--- config.mk ---
export PLATFORM = sky130hd
export DESIGN_NAME = phy_rx_serial_paralelo
export DESIGN_NICKNAME = d
export VERILOG_FILES = /design/src/rtl/phy_pkg.sv /design/src/rtl/phy_rx_shift8.sv /design/src/rtl/phy_rx_serial_paralelo.sv
export SDC_FILE = /design/constraint.sdc
export NUM_CORES = 1
export LEC_CHECK = 0
export ABC_AREA = 1
export BUFFER_PORTS_ARGS = -buffer_cell sky130_fd_sc_hd__buf_4
export CAP_MARGIN = 20
export CORE_ASPECT_RATIO = 0.8
export CORE_MARGIN = 2
export CORE_UTILIZATION = 40
export CTS_CLUSTER_SIZE = 16
export DETAILED_ROUTE_END_ITERATION = 8
export PLACE_DENSITY = 0.61
export SLEW_MARGIN = 25
export SYNTH_ARGS = -nofsm -noshare
export SYNTH_HDL_FRONTEND = slang
export SYNTH_SLANG_ARGS = --single-unit
--- constraint.sdc ---
create_clock -name clk_32f -period 1.7 [get_ports clk_32f]
set_input_delay 0.085 -clock clk_32f [delete_from_list [all_inputs] [get_ports clk_32f]]
set_output_delay 0.085 -clock clk_32f [all_outputs]
set_load 0.005 [all_outputs]
--- src/rtl/phy_pkg.sv ---
// Shared definitions for the PHY serial link (phy_tx and phy_rx_serial_paralelo).
// Holds the comma symbol, the receiver state encoding and the default
// lock / loss-of-sync counts.
package phy_pkg;

   localparam logic [7:0] COMMA_BC       = 8'hBC;
   localparam int         LOCK_COUNT_DEF = 4;
   localparam int         LOS_COUNT_DEF  = 4;

   typedef enum logic [1:0] {
      SEARCH = 2'd0,
      LOCK   = 2'd1,
      ACTIVE = 2'd2
   } rx_state_t;

   // Byte seen on this edge: the current shift register advanced by one bit.
   function automatic logic [7:0] next_window(input logic [7:0] sr, input logic bit_in);
      return {sr[6:0], bit_in};
   endfunction

endpackage

--- src/rtl/phy_rx_shift8.sv ---
// 8-bit serial shift register with a wrapping 0..7 bit counter.
// realign restarts the counter so a boundary falls 8 bits after that edge.
module phy_rx_shift8
   import phy_pkg::*;
(
   input  logic       clk,
   input  logic       reset,
   input  logic       data_in,
   input  logic       realign,
   output logic [7:0] window,
   output logic       boundary
);

   logic [7:0] sr;
   logic [2:0] bit_cnt;

   assign window   = next_window(sr, data_in);
   assign boundary = (bit_cnt == 3'd7);

   // Shift in one bit per edge; counter wraps naturally at 7.
   always_ff @(posedge clk or posedge reset) begin
      if (reset) begin
         sr      <= 8'h00;
         bit_cnt <= 3'd0;
      end else begin
         sr      <= window;
         bit_cnt <= realign ? 3'd0 : bit_cnt + 3'd1;
      end
   end

endmodule

--- src/rtl/phy_rx_serial_paralelo.sv ---
// Receive deserializer: finds byte alignment from commas, locks after
// LOCK_COUNT aligned commas, then emits parallel bytes with a valid flag.
// Optional feature macro RX_LOS_EN: loss-of-sync after LOS_COUNT misaligned
// commas while active; without it ACTIVE is left only through reset.
module phy_rx_serial_paralelo
   import phy_pkg::*;
#(
   parameter logic [7:0] COMMA      = COMMA_BC,
   parameter int         LOCK_COUNT = LOCK_COUNT_DEF
`ifdef RX_LOS_EN
   ,
   parameter int         LOS_COUNT  = LOS_COUNT_DEF
`endif
)(
   input  logic       clk_32f,
   input  logic       reset,
   input  logic       data_in,
   output logic [7:0] data_out,
   output logic       valid_out,
   output logic       active
);

   localparam int BCW = $clog2(LOCK_COUNT + 1);
   localparam logic [BCW-1:0] BC_ONE  = BCW'(1);
   localparam logic [BCW-1:0] BC_LOCK = BCW'(LOCK_COUNT);

   rx_state_t      state, state_nxt;
   logic [BCW-1:0] bc_cnt, bc_nxt, bc_inc;
   logic [7:0]     data_nxt;
   logic           valid_nxt;
   logic [7:0]     window;
   logic           boundary;
   logic           realign;
   logic           is_comma;

`ifdef RX_LOS_EN
   localparam int MCW = $clog2(LOS_COUNT + 1);
   localparam logic [MCW-1:0] MIS_ONE  = MCW'(1);
   localparam logic [MCW-1:0] MIS_LAST = MCW'(LOS_COUNT - 1);
   logic [MCW-1:0] mis_cnt, mis_nxt;
`endif

   phy_rx_shift8 u_shift (
      .clk      (clk_32f),
      .reset    (reset),
      .data_in  (data_in),
      .realign  (realign),
      .window   (window),
      .boundary (boundary)
   );

   assign is_comma = (window == COMMA);
   assign active   = (state == ACTIVE);
   // Saturating increment of the aligned-comma count.
   assign bc_inc   = (bc_cnt == BC_LOCK) ? bc_cnt : bc_cnt + BC_ONE;

   // State, lock counter and output byte registers.
   always_ff @(posedge clk_32f or posedge reset) begin
      if (reset) begin
         state     <= SEARCH;
         bc_cnt    <= '0;
         data_out  <= 8'h00;
         valid_out <= 1'b0;
`ifdef RX_LOS_EN
         mis_cnt   <= '0;
`endif
      end else begin
         state     <= state_nxt;
         bc_cnt    <= bc_nxt;
         data_out  <= data_nxt;
         valid_out <= valid_nxt;
`ifdef RX_LOS_EN
         mis_cnt   <= mis_nxt;
`endif
      end
   end

   // Alignment search, lock qualification and byte delivery.
   always_comb begin
      state_nxt = state;
      bc_nxt    = bc_cnt;
      data_nxt  = data_out;
      valid_nxt = valid_out;
      realign   = 1'b0;
`ifdef RX_LOS_EN
      mis_nxt   = mis_cnt;
`endif
      unique case (state)
         SEARCH: begin
            if (is_comma) begin
               realign = 1'b1;
               bc_nxt  = BC_ONE;
               if (LOCK_COUNT == 1) begin
                  state_nxt = ACTIVE;
                  data_nxt  = window;
                  valid_nxt = 1'b0;
               end else begin
                  state_nxt = LOCK;
               end
            end
         end
         LOCK: begin
            if (boundary) begin
               if (is_comma) begin
                  bc_nxt = bc_inc;
                  if (bc_inc == BC_LOCK) begin
                     state_nxt = ACTIVE;
                     data_nxt  = window;
                     valid_nxt = 1'b0;
                  end
               end else begin
                  bc_nxt    = '0;
                  state_nxt = SEARCH;
               end
            end
         end
         ACTIVE: begin
            if (boundary) begin
               data_nxt  = window;
               valid_nxt = !is_comma;
`ifdef RX_LOS_EN
               if (is_comma) mis_nxt = '0;
`endif
            end
`ifdef RX_LOS_EN
            else if (is_comma) begin
               // A comma off the byte grid means alignment has slipped.
               if (mis_cnt == MIS_LAST) begin
                  state_nxt = SEARCH;
                  data_nxt  = 8'h00;
                  valid_nxt = 1'b0;
                  mis_nxt   = '0;
               end else begin
                  mis_nxt = mis_cnt + MIS_ONE;
               end
            end
`endif
         end
         default: state_nxt = SEARCH;
      endcase
   end

endmodule

# ---- Word-level counts from Yosys, hierarchy flattened
# Cells that the tools add are included.
dict set report totals {
  ff_bits 24
  inputBits 3
  wordCells 51
}
dict set report op_classes {
  add_sub_neg 2
  eq_ne 12
  n_mux 23
  n_bitwise 1
  n_reduce_logical 7
}
# operator n
set op_table {}
lappend op_table {{$mux W8} 4}
lappend op_table {{$pmux W8 S2} 1}
lappend op_table {{$mux W3} 5}
lappend op_table {{$eq A3 B3 Y1 const B} 3}
lappend op_table {{$eq A8 B8 Y1 const B} 1}
lappend op_table {{$mux W2} 4}
lappend op_table {{$ne A2 B2 Y1 const B} 4}
lappend op_table {{$add A3 B1 Y3 const B} 2}
lappend op_table {{$mux W1} 6}
lappend op_table {{$pmux W2 S3} 1}
lappend op_table {{$pmux W3 S2} 1}
lappend op_table {{$reduce_and A5 Y1} 1}
lappend op_table {{$reduce_and A4 Y1} 1}
lappend op_table {{$reduce_bool A2 Y1} 2}
lappend op_table {{$ne A3 B3 Y1 const B} 1}
lappend op_table {{$reduce_and A3 Y1} 1}
lappend op_table {{$eq A2 B1 Y1 const B} 1}
lappend op_table {{$eq A2 B2 Y1 const B} 1}
lappend op_table {{$logic_not A2 Y1} 1}
lappend op_table {{$ne A2 B1 Y1 const B} 1}
lappend op_table {{$pmux W1 S2} 1}
lappend op_table {{$logic_not A1 Y1} 1}
lappend op_table {{$not A1 Y1} 1}

# ---- Longest topological paths before layout
dict set report logic_depth {
  depth_word 7
  mapped_depth 10
  ltp_nobuf 10
}

# ---- Cells and area by module
# Synthesis repeated with hierarchy kept, for this count alone.
dict set report hier_totals {
  cells_unflattened 131
  area_unflattened_um2 1174.9
}
# mod n_inst cells_per_inst area_per_inst_um2 seq_area_each_um2
set by_module_without_submodules {}
lappend by_module_without_submodules {phy_rx_serial_paralelo 1 112 869.6 350.3}
lappend by_module_without_submodules {phy_rx_shift8 1 19 305.3 250.2}

# ---- Worst setup path before layout
# OpenSTA, ideal clock, no wires.
dict set report synth_timing {
  path_type {register to register}
  start {register state[1]}
  end {register data_out[0]}
  setup_ns 0.117
  arrival_ns 1.296
  path_slack_ns 0.287
  path_stages_with_launch 11
  period_less_slack_ns 1.413
  cell_sequence {dfrtp_1 > inv_1 > ha_1 > inv_2 > nor2_2 > inv_2 > nand2_1 > nor2_4 > nand3_4 > nand2_1 > nand2_1}
}
dict set report synth_via {
  elab_chain_len 3
  word_cells_on_any_way 9
  classes_between {eq/ne (6); mux (1); reduce/logical (2)}
}
# item line
set synth_rtl {}
lappend synth_rtl {{from (decl)} phy_rx_serial_paralelo.sv:27} ;# rx_state_t state, state_nxt;
lappend synth_rtl {{from (signal assigned)} phy_rx_serial_paralelo.sv:68} ;# state <= state_nxt;
lappend synth_rtl {{$eq A2 B1 Y1 or $eq A2 B2 Y1 (tied branches)} phy_rx_serial_paralelo.sv:88} ;# unique case (state)
lappend synth_rtl {{$ne A2 B2 Y1 (no line) (tied with other cells)} --}
lappend synth_rtl {{$reduce_and A5 Y1 (no line)} --}
lappend synth_rtl {{to (signal assigned)} phy_rx_serial_paralelo.sv:70} ;# data_out <= data_nxt;
lappend synth_rtl {{to (decl)} phy_rx_serial_paralelo.sv:18} ;# output logic [7:0] data_out,
# Parallel ways exist; a longest one is shown, timed or not.
# A chain may end at the register's enable or synchronous reset.

# ---- Worst setup path in the final report
dict set report layout_timing {
  start {register u_shift.bit_cnt[0]}
  end {register valid_out}
}
dict set report layout_via {
  elab_chain_len 3
  word_cells_on_any_way 4
  classes_between {eq/ne (3); reduce/logical (1)}
}
# item line
set layout_rtl {}
lappend layout_rtl {{from (decl)} phy_rx_shift8.sv:15} ;# logic [2:0] bit_cnt;
lappend layout_rtl {{from (signal assigned)} phy_rx_shift8.sv:27} ;# bit_cnt <= realign ? 3'd0 : bit_cnt + 3'd1;
lappend layout_rtl {{$eq A3 B3 Y1 *} phy_rx_shift8.sv:18} ;# assign boundary = (bit_cnt == 3'd7);
lappend layout_rtl {{$ne A2 B2 Y1 (no line) or $ne A2 B1 Y1 (tied branches)} --}
lappend layout_rtl {{$reduce_and A5 Y1 (no line) *} --}
lappend layout_rtl {{to (signal assigned)} phy_rx_serial_paralelo.sv:71} ;# valid_out <= valid_nxt;
lappend layout_rtl {{to (decl)} phy_rx_serial_paralelo.sv:19} ;# output logic valid_out,
# Every way passes the cells marked *; elsewhere a longest branch is shown, timed or not.

==> results.json <==
{
  "rr_worst_depth": 9,
  "synth-compound-area-share_pct": 1.77,
  "synth-simple-area-share_pct": 30.8,
  "die_height_um": 51.6,
  "grt_usage_pct": 13.9,
  "nFillCells": 273,
  "numPortBuffers": 12,
  "share_comb_of_total_power_pct": 42.9,
  "insertedDiodeCount": 0,
  "initial_core_util_pct": 41.6,
  "maxCapViolCount": 0,
  "numCtsBuffers": 3,
  "drtPass1Iterations": 4,
  "dieWidth_um": 63.5,
  "synth_largest_area_cell": "dfrtp_1",
  "reg2reg_slack_ns": 0.11,
  "clk_latency_ns": 0.32,
  "swShare_pct": 36.4,
  "grt_pass1_vias": 830,
  "synth_mux_area_share_pct": 0,
  "worstSetupStartpointType": "register",
  "clockBufferDepth": 2,
  "total_power_mw": 2.14,
  "drc_errors": 0,
  "utilization_pct": 51.0,
  "ctsRootBufferMaster": "clkbuf_4",
  "clkPwrFrac_pct": 19.5,
  "cp-end-kind": "register",
  "dieArea_um2": 3280,
  "met2_usage_pct": 24.4,
  "synth.ff_latch_count": 24,
  "tightestPinTransition_ns": 0.298,
  "grt_max_degree": 25,
  "cts.sinks": 24,
  "cp.arrival_ns": 1.82,
  "powerDensity_nw_per_um2": 1540,
  "avgSynthCellArea_um2": 8.92,
  "layout_commonest_cell": "nand2_1",
  "crit_fanout": 6,
  "holdCritPathClass": "in2async",
  "period_needed_ns": 1.59,
  "required_ns": 1.93,
  "hold_viol_final": 0,
  "syn-cell-area_um2": 1130,
  "synthCells": 127,
  "fin_skew_ns": 0.00197,
  "ios": 13,
  "synth_top_family_by_area": "simple AND/OR/NAND/NOR gates",
  "internal_power_mw": 1.36,
  "synthAdderAreaFrac_pct": 7.73,
  "place_ws_ns": 0.0892,
  "grtUsageMet1_pct": 16.9,
  "drt_iter0_drc": 36,
  "setup_slack_ns": 0.110,
  "ant_nets": 0,
  "grt_busiest_layer": "met2",
  "drive_gt1_share_pct": 22.0,
  "syn-num-nets": 137,
  "yosysWarnings": 0,
  "area_delta_synth_final_pct": 22.5,
  "path_clk_slew_ns": 0.13,
  "setup_viol": 0,
  "switchingPower_mw": 0.780,
  "p_seq_share_pct": 37.6,
  "layout.nets": 161,
  "power.leakage_nw": 0.740,
  "ys_types": 16,
  "rows": 17,
  "finalWirelength_um": 2150,
  "core_area_um2": 2720,
  "hpwl_um": 1550,
  "use_met3_pct": 4.11,
  "finalCritPeriodShare_pct": 93.5,
  "synth.yosys.seq_area_share_pct": 53.0,
  "yosysTopAreaCellShare_pct": 53.0,
  "status": "finished, final reports clean",
  "viasPerCell": 4.63,
  "vias": 870,
  "wire_per_inst_um": 11.4,
  "relSlewSlack_pct": 80.1,
  "grt_pass1_wl_um": 3480,
  "report.final.slew_viol_count": 0,
  "final_cell_mix": "42 x nand2_1, 24 x dfrtp_1, 18 x inv_1",
  "antenna_found_initial": 0,
  "crit_type": "reg2reg",
  "synth_xor_area_share_pct": 0,
  "cts_tree": "built",
  "synth_area_leaders": "dfrtp_1 53%, nand2_1 14%, ha_1 7.7%",
  "overflow": 0,
  "vdd_drop_max_uv": 892,
  "fmax_mhz": 629,
  "gp_congestion": 0.815,
  "cts_htree_levels": 1
}
[critical path: stages, from the launching register on]
cell and delay (ns):
dfrtp_1 0.42, ha_1 0.20, ha_1 0.20, nor2_2 0.15, inv_2 0.05, nand2_1 0.10
nor2_4 0.07, buf_4 0.16, nand4_1 0.08, nand2_1 0.06
[metrics by stage]
step	instances	hold slack [ns]	TNS [ns]	cell area, um^2
2_1_floorplan	127	0.0996	0	1130
3_3_place_gp	178	0.149	0	1280
3_5_place_dp	178	0.161	0	1280
4_1_cts	184	0.348	0	1350
5_1_grt	188	0.374	-0.00233	1390
6_report	188	0.350	0	1390
[Yosys cell counts (all sizes together)]
cell   count
nand2     45
o21ai      4
inv       20
or2        1
ha         7
nand3      7
nand4     11
nor2       8
dfrtp     24
[flip-flops by register name (all words and copies together), names as in the netlist]
name and count:
bc_cnt 3, data_out 8, state 2, u_shift.bit_cnt 3, u_shift.sr 7, valid_out 1
[worst paths after layout]
| path | startpoint | end |
|---|---|---|
| setup / recovery | u_shift.bit_cnt[0]$_DFF_PP0_ | valid_out$_DFFE_PP0P_ |
| hold / removal | reset | u_shift.bit_cnt[2]$_DFF_PP0_ |
| setup reg to reg | u_shift.bit_cnt[0]$_DFF_PP0_ | valid_out$_DFFE_PP0P_ |
| hold reg to reg | u_shift.sr[3]$_DFF_PP0_ | u_shift.sr[4]$_DFF_PP0_ |
| max in group asynchronous | reset | u_shift.sr[4]$_DFF_PP0_ |
| min in group clk_32f | u_shift.sr[3]$_DFF_PP0_ | u_shift.sr[4]$_DFF_PP0_ |
[power by group through the flow]
stage	clock [mW]	combinational, mW	sequential (mW)
floorplan	0	0.556	0.813
global placement	0	0.795	0.816
detailed placement	0	0.825	0.818
CTS	0.427	0.833	0.807
global route	0.452	1.04	0.822
finish	0.417	0.917	0.805
[metal layers]
| layer | wire (um) | part of all wire, % | vias up |
|---|---|---|---|
| met1 | 1050 | 49 | 403 |
| met2 | 999 | 46 | 14 |
| li1 | - | - | 449 |
| met3 | 80 | 3.7 | 4 |
| met5 | 0 | 0 | - |
| met4 | 21 | 0.98 | 0 |
[cell families (layout without fill, tap and decap cells)]
group | Yosys count | count (layout)
AOI/OAI and AO/OA | 4 | 4
DFF | 24 | 24
adders and majority gates | 7 | 7
buffers and inverters | 20 | 43
and+or+nand+nor | 72 | 72
[layout make-up]
class                   count  area, um^2  area share [%]
flip-flops and latches     24         601            43.3
clock buffers               3        22.5            1.62
clock inverters             1        30.0            2.16
repair buffers             19         148            10.6
inverters                  20        75.1            5.41
multi-input cells          83         464            33.5
well taps                  38        47.5            3.43
[repair_timing]
item,4_1_cts,5_1_grt
gates resized for setup,0,2
hold buffers,2,0
buffers inserted,0,4
setup endpoints to repair,0,9
endpoints found under the hold margin,25,0
No activity file was read; power rests on OpenSTA's default activity.
